$ cat config.mk
export PLATFORM = sky130hd
export DESIGN_NAME = clk_reset_seq
export DESIGN_NICKNAME = d
export VERILOG_FILES = /design/src/rtl/clk_reset_seq.sv
export SDC_FILE = /design/constraint.sdc
export NUM_CORES = 1
export LEC_CHECK = 0
export CAP_MARGIN = 10
export CORE_MARGIN = 1.5
export CORE_UTILIZATION = 41
export DETAILED_ROUTE_END_ITERATION = 6
export SYNTH_ARGS = -nofsm -noshare
export SYNTH_HDL_FRONTEND = slang
export SYNTH_SLANG_ARGS = --single-unit
export TNS_END_PERCENT = 100
$ cat constraint.sdc
create_clock -name clk100 -period 3 [get_ports clk100]
set_clock_uncertainty 0.05 [all_clocks]
set_input_delay 0.45 -clock clk100 [delete_from_list [all_inputs] [get_ports clk100]]
set_output_delay 0.45 -clock clk100 [all_outputs]
set_load 0.05 [all_outputs]
$ cat src/rtl/clk_reset_seq.sv
// Reset sequencer around the MMCM: pulses the MMCM reset, filters its lock
// indication and releases sys_rst only after lock has been stable long enough.
module clk_reset_seq #(
  parameter int RST_PULSE_CYCLES = 16,
  parameter int LOCK_TIMEOUT     = 100000,
  parameter int LOCK_FILTER      = 4,
  parameter int HOLD_CYCLES      = 1024,
  parameter int CNT_W            = 20
) (
  input  logic       clk100,
  input  logic       rst_n,
  input  logic       locked,
  output logic       mmcm_rst,
  output logic       sys_rst,
  output logic       sys_ready,
  output logic       lock_lost,
  output logic [3:0] retries
);

  localparam int PW = $clog2(RST_PULSE_CYCLES + 1);
  localparam int FW = $clog2(LOCK_FILTER + 1);

  localparam logic [PW-1:0]    PULSE_LAST = PW'(RST_PULSE_CYCLES - 1);
  localparam logic [CNT_W-1:0] TO_LAST    = CNT_W'(LOCK_TIMEOUT - 1);
  localparam logic [CNT_W-1:0] HOLD_LAST  = CNT_W'(HOLD_CYCLES - 1);
  localparam logic [FW-1:0]    FILT_DONE  = FW'(LOCK_FILTER);

  typedef enum logic [2:0] {
    S_PULSE,
    S_WAIT_LOCK,
    S_FILTER,
    S_HOLD,
    S_RUN
  } state_t;

  state_t           state_q;
  logic [PW-1:0]    pcnt_q;
  logic [CNT_W-1:0] tcnt_q;
  logic [FW-1:0]    fcnt_q;
  logic [CNT_W-1:0] hcnt_q;
  logic [3:0]       retries_q;
  logic             mmcm_rst_q;
  logic             sys_rst_q;
  logic             sys_ready_q;
  logic             lock_lost_q;
  logic             sync1_q;
  logic             sync2_q;
  logic             locked_s;

  function automatic logic [3:0] sat_inc(input logic [3:0] v);
    return (v == 4'hF) ? v : v + 4'h1;
  endfunction

  // locked is asynchronous to clk100; only the second flop feeds the FSM
  always_ff @(posedge clk100 or negedge rst_n) begin
    if (!rst_n) begin
      sync1_q <= 1'b0;
      sync2_q <= 1'b0;
    end else begin
      sync1_q <= locked;
      sync2_q <= sync1_q;
    end
  end

  assign locked_s = sync2_q;

  always_ff @(posedge clk100 or negedge rst_n) begin
    if (!rst_n) begin
      state_q     <= S_PULSE;
      pcnt_q      <= '0;
      tcnt_q      <= '0;
      fcnt_q      <= '0;
      hcnt_q      <= '0;
      retries_q   <= '0;
      mmcm_rst_q  <= 1'b1;
      sys_rst_q   <= 1'b1;
      sys_ready_q <= 1'b0;
      lock_lost_q <= 1'b0;
    end else begin
      lock_lost_q <= 1'b0;
      case (state_q)
        S_PULSE: begin
          if (pcnt_q == PULSE_LAST) begin
            state_q    <= S_WAIT_LOCK;
            pcnt_q     <= '0;
            tcnt_q     <= '0;
            fcnt_q     <= '0;
            mmcm_rst_q <= 1'b0;
          end else begin
            pcnt_q <= pcnt_q + 1'b1;
          end
        end
        S_WAIT_LOCK: begin
          tcnt_q <= tcnt_q + 1'b1;
          if (locked_s) begin
            state_q <= S_FILTER;
            fcnt_q  <= FW'(1);
          end else if (tcnt_q >= TO_LAST) begin
            state_q    <= S_PULSE;
            pcnt_q     <= '0;
            mmcm_rst_q <= 1'b1;
            retries_q  <= sat_inc(retries_q);
          end
        end
        // tcnt is not cleared on a filter drop, so a glitchy lock still times out
        S_FILTER: begin
          tcnt_q <= tcnt_q + 1'b1;
          if (locked_s && fcnt_q == FILT_DONE) begin
            state_q <= S_HOLD;
            hcnt_q  <= '0;
          end else if (tcnt_q >= TO_LAST) begin
            state_q    <= S_PULSE;
            pcnt_q     <= '0;
            mmcm_rst_q <= 1'b1;
            retries_q  <= sat_inc(retries_q);
          end else if (!locked_s) begin
            state_q <= S_WAIT_LOCK;
            fcnt_q  <= '0;
          end else begin
            fcnt_q <= fcnt_q + 1'b1;
          end
        end
        S_HOLD: begin
          if (!locked_s) begin
            state_q     <= S_PULSE;
            pcnt_q      <= '0;
            mmcm_rst_q  <= 1'b1;
            lock_lost_q <= 1'b1;
            retries_q   <= sat_inc(retries_q);
          end else if (hcnt_q == HOLD_LAST) begin
            state_q     <= S_RUN;
            sys_rst_q   <= 1'b0;
            sys_ready_q <= 1'b1;
          end else begin
            hcnt_q <= hcnt_q + 1'b1;
          end
        end
        S_RUN: begin
          if (!locked_s) begin
            state_q     <= S_PULSE;
            pcnt_q      <= '0;
            mmcm_rst_q  <= 1'b1;
            sys_rst_q   <= 1'b1;
            sys_ready_q <= 1'b0;
            lock_lost_q <= 1'b1;
            retries_q   <= sat_inc(retries_q);
          end
        end
        default: begin
          state_q     <= S_PULSE;
          pcnt_q      <= '0;
          mmcm_rst_q  <= 1'b1;
          sys_rst_q   <= 1'b1;
          sys_ready_q <= 1'b0;
        end
      endcase
    end
  end

  assign mmcm_rst  = mmcm_rst_q;
  assign sys_rst   = sys_rst_q;
  assign sys_ready = sys_ready_q;
  assign lock_lost = lock_lost_q;
  assign retries   = retries_q;

endmodule
==> run metrics, run 1 <==
Cells after Synth=approximately 330; delay of the slowest critical-path stage=roughly 470 ps; Starting Density=0.424; root cell of the clock tree=clkbuf_8; Worst path depth=7; power per standard cell area=just over 800 nW/µm²; wire per inst=about 14 µm; DP Wirelength=~4500 µm; DRT iter0 DRCs=95; WL final=6380 µm; cts repair resizes=0; post-synth net total=343; die area=around 8600 µm²; Tot GR Track Use=0.170; commonest non-fill, non-tap cell in the layout=dfrtp_1; core area=between 7000 and 8000 µm²; Setup crit end=retries[1]; CP Launch Type=flop; CP startpoint=tcnt_q[0]; Hold Vio Cnt, Final=0; Crit path max-delay family=compound AO/OA/AOI/OAI gates; power consumption=3.05 mW; status=finished clean; DR vias/cell=5.37; Die Y=a little over 90 µm; critical path cell sequence=ha_1, nand3_1, o31ai_1, o311ai_0, a221oi_1, o21ai_0, mux2_2; Clock Tree Buf Depth=2; crit path DAT=approximately 2500 ps; Design Area, Final=3730 µm²; H-tree depth=3; Final Max Tran Viols=0; Tightest Pin Transition=584 ps; distinct cell type count after synthesis=58; Row Count=32; register area share after synthesis=0.464; Worst VDD drop=0.306 mV; ys async rst share=1.00; # DRC=0; R2R depth=7; initial antenna violation count=0; number of synthesized flops with an enable pin=0; Final period util=0.770; fin nets=roughly 360; WP data required=3190 ps; clock sinks=61; setup violators final=0; final period demand of the worst path=~2300 ps; Yosys warning count=0; CTS tree=yes; Max Freq=~430 MHz; register bit total from synthesis=slightly above 60; vias=between 2000 and 2500; ant diodes=0; TritonRoute pass-1 iters=5; total CTS buffers=9; first-pass GRT wire length=around 11000 µm; IO Pins=11; Synth Cell Area=between 3000 and 4000 µm²; Setup CP Type=reg2reg; sum of buffers and inverters on the critical path=0; syn avg cell area=roughly 9.9 µm²; vias in the first global route=roughly 2400; slowest stage cell, crit path=a221oi_1; ys flop type=dfrtp_1; Worst Setup End Kind=flop; Worst-path clk slew=about 70 ps; max-capacitance violation count=0; hold_buf cts=0; min-delay worst type=in2async; Remaining Overflow, GRT=0; pin count of the biggest net entering global routing=28; Lkg Pwr=between 1.5 and 2 nW; Reg-to-Reg End=retries[1]; Setup TNS Final=0 ps; Buffers on Ports=10; Die X=roughly 93 µm; worst skew pair latency=around 340 ps; GPL Wtd Cong=about 0.80; Max FO, Critical Path=4; Post-DRT Antenna Nets=0; unrepaired setup endpoints after global routing=false; Syn-to-layout area delta=13.2%; placed instance area=roughly 3500 µm²; fraction of layout cells with a size suffix above 1=0.105; Slew headroom=0.608; reg2reg start=tcnt_q[0]; most frequent cells in the layout=59 x dfrtp_1, 49 x nor2_1, 29 x nand2_1; Post-CTS Setup Bufs=0; register-to-register setup slack=just under 700 ps
-- synthesized netlist by cell type (all sizes together), types with 3 or more instances --
cell type | n | area (µm²)
a21oi | 4 | 20.0
a31oi | 4 | 25.0
and2 | 4 | 25.0
and3 | 4 | 25.0
and4 | 5 | 43.8
buf | 10 | 48.8
dfrtp | 59 | 1480
ha | 6 | 75.1
inv | 17 | 63.8
mux2i | 5 | 50.1
nand2 | 29 | 109
nand2b | 3 | 18.8
nand3 | 15 | 75.1
nand4 | 11 | 75.1
nor2 | 49 | 184
nor3 | 9 | 45.0
nor4 | 4 | 25.0
o21ai | 9 | 45.0
o22ai | 4 | 25.0
or3 | 5 | 31.3
xnor2 | 16 | 140
xor2 | 22 | 193
-- cells by family after synthesis --
| group | count (synthesis) | share of synthesized area |
|---|---|---|
| XOR/XNOR | 38 | 0.101 |
| AO/OA/AOI/OAI | 44 | 0.115 |
| AND/OR/NAND/NOR | 149 | 0.238 |
| adder cells (fa/ha/maj) | 6 | 0.0228 |
| buffers and inverters | 29 | 0.0364 |
| flip-flops | 61 | 0.464 |
| multiplexers | 7 | 0.0231 |
-- worst min path at each step --
stage,from,endpoint,slack [ps],depth (start not counted)
2_1_floorplan,rst_n,fcnt_q[0],100,0
3_3_place_gp,sync1_q,locked_s,300,0
3_5_place_dp,sync1_q,locked_s,300,0
4_1_cts,rst_n,pcnt_q[0],60,1
5_1_grt,rst_n,pcnt_q[3],100,1
6_report,rst_n,pcnt_q[3],50,1
-- registers in the layout, indices dropped and copies added, names as in the netlist --
signal,cells
sys_ready,1
lock_lost,1
retries,4
locked_s,1
fcnt_q,3
pcnt_q,5
sync1_q,1
hcnt_q,20
mmcm_rst,1
tcnt_q,20
state_q,3
sys_rst,1
-- per-stage QoR --
| stage | worst slack, ps | hold slack (ps) | instances | util |
|---|---|---|---|---|
| 4_1_cts | 714 | 60.5 | 456 | 0.481 |
| 3_3_place_gp | 775 | 300 | 440 | 0.452 |
| 5_1_grt | 509 | 105 | 456 | 0.481 |
| 6_report | 691 | 49.2 | 456 | 0.481 |
| 2_1_floorplan | 1000 | 104 | 334 | - |
| 3_5_place_dp | 735 | 304 | 440 | 0.452 |
-- per-layer routing --
| metal | wire (µm) | up-vias | track usage | share of wire |
|---|---|---|---|---|
| li1 | - | 1204 | - | - |
| met1 | 3240 | 1201 | 0.228 | 0.51 |
| met2 | 2850 | 33 | 0.254 | 0.45 |
| met3 | 166 | 12 | 0.0443 | 0.026 |
| met4 | 126 | 0 | 0.0795 | 0.020 |
| met5 | 0 | - | 0 | 0 |
-- power breakdown --
part,internal (mW),total [mW],switching [mW]
clock network,0.511,0.838,0.327
registers,0.985,1.20,0.219
logic,0.417,1.01,0.593
-- layout make-up --
class	count	area [µm²]
clock inverters	4	70.1
clock buffers	12	155
well taps	102	128
flip-flops and latches	61	1530
repair buffers	16	140
inverters	17	63.8
fillers	748	4030
multi-input cells	244	1650
Power figures use the tool's default switching activity.
==> run 2: changes to the inputs <==
Clock period 3 ns to 2.2 ns, I/O delays scaled along.
==> run 2 against run 1 <==
Worst hold slack gained 260 ps; via count grew 2.5%; critical endpoint is now fcnt_q[2]; highest routed layer unchanged; critical path depth grew 1.
==> run metrics, run 2 (same netlist as run 1, synthesis figures left out) <==
Post-DRT Antenna Nets=0; Slew headroom=0.635; Die Y=a little over 90 µm; Finished Core Util=0.520; placed instance area=3750 µm²; vias in the first global route=roughly 2500; die area=around 8600 µm²; GPL Wtd Cong=0.826; WL final=~6600 µm; TritonRoute pass-1 iters=4; DP Wirelength=4790 µm; Final Max Tran Viols=0; Tightest Pin Transition=~540 ps; Worst Setup End Kind=flop; Final Non-Filler Cells=between 400 and 500; Buffers on Ports=10; Syn-to-layout area delta=22.6%; root cell of the clock tree=clkbuf_8; Placed Cells=470; min-delay worst type=in2async; pin count of the biggest net entering global routing=25; initial antenna violation count=0; worst skew pair latency=around 350 ps; vias=around 2500; H-tree depth=3; # DRC=0; wire per inst=approximately 14 µm; WP data required=about 2400 ps; core area=7770 µm²; CP Launch Type=flop; Starting Density=0.424; Lkg Pwr=roughly 1.8 nW; ant diodes=0; pre-CTS setup slack=40.2 ps; register-to-register setup slack=70 ps; first-pass GRT wire length=~12000 µm; Hold WS=roughly 310 ps; Hold Vio Cnt, Final=0; largest registers=hcnt_q (20), tcnt_q (20), pcnt_q (5); max-capacitance violation count=0; fraction of layout cells with a size suffix above 1=0.197; Clock Tree Buf Depth=2; final period demand of the worst path=between 2000 and 2500 ps; power per standard cell area=roughly 1100 nW/µm²; Row Count=32; Setup CP Type=reg2reg; commonest non-fill, non-tap cell in the layout=dfrtp_1; Setup TNS Final=0 ps; DRT iter0 DRCs=roughly 120; Tot GR Track Use=0.175; most frequent cells in the layout=58 x dfrtp_1, 49 x nor2_1, 36 x buf_4; Remaining Overflow, GRT=0; Worst-path clk slew=70 ps; crit path DAT=between 2000 and 2500 ps; DR vias/cell=just over 5; status=finished clean; fin nets=390; clock sinks=slightly above 60; total CTS buffers=9; Worst VDD drop=around 0.34 mV; Die X=a little over 90 µm; CTS tree=yes; Max Freq=approximately 470 MHz; Max FO, Critical Path=4; IO Pins=11; power consumption=4.37 mW; Final period util=0.966; setup violators final=0; final worst slack=between 70 and 80 ps; unrepaired setup endpoints after global routing=true; Design Area, Final=4040 µm²
run 2: final timing paths:
| check | start | end | cells after the start |
|---|---|---|---|
| max | tcnt_q[6] | fcnt_q[2] | 8 |
| min | rst_n | retries[2] | 2 |
| max reg2reg | tcnt_q[6] | fcnt_q[2] | 8 |
| min reg2reg | sync1_q | locked_s | 0 |
| max in group asynchronous | rst_n | state_q[1] | 3 |
| min in group clk100 | sync1_q | locked_s | 0 |
run 2: cell type report:
class	count	area, µm²
Multi-Input combinational cell	244	1680
Fill cell	707	3720
Timing Repair Buffer	48	395
Inverter	17	63.8
Clock buffer	13	179
Tap cell	102	128
Clock inverter	3	65.1
Sequential cell	61	1530
run 2: where the power goes:
part | leakage (nW) | internal [mW] | switching (mW)
clock | 0.126 | 0.760 | 0.448
sequential | 0.808 | 1.35 | 0.239
combinational | 0.903 | 0.674 | 0.906
total | 1.84 | 2.78 | 1.59
run 2: what timing repair did:
action | CTS | global route
hold buffers | 1 | 0
hold endpoints to repair | 6 | 0
resized for setup | 0 | 7
endpoints found under the setup margin | 0 | 24
setup buffers | 0 | 1
run 2: metal layers:
metal  vias up  global-route usage  wire length (µm)
met5         -                   0                 0
met4         0              0.0871               153
met3        13              0.0411               210
met2        27               0.260              2870
met1      1200               0.239              3350
li1       1271                   -                 -
run 2: critical path: stages (launching register included):
cell and delay (ps):
dfrtp_1 390, nor4_2 340, o31ai_1 120, o311ai_0 110, buf_4 190, nand2_1 140
buf_4 190, a311oi_1 350, o22ai_1 120
==> run 3: changes to the inputs <==
Settings changed: HOLD_SLACK_MARGIN from default to 0.1.
==> results of run 3 <==
No change in the layout: final DEF, timing and power equal those of run 2.
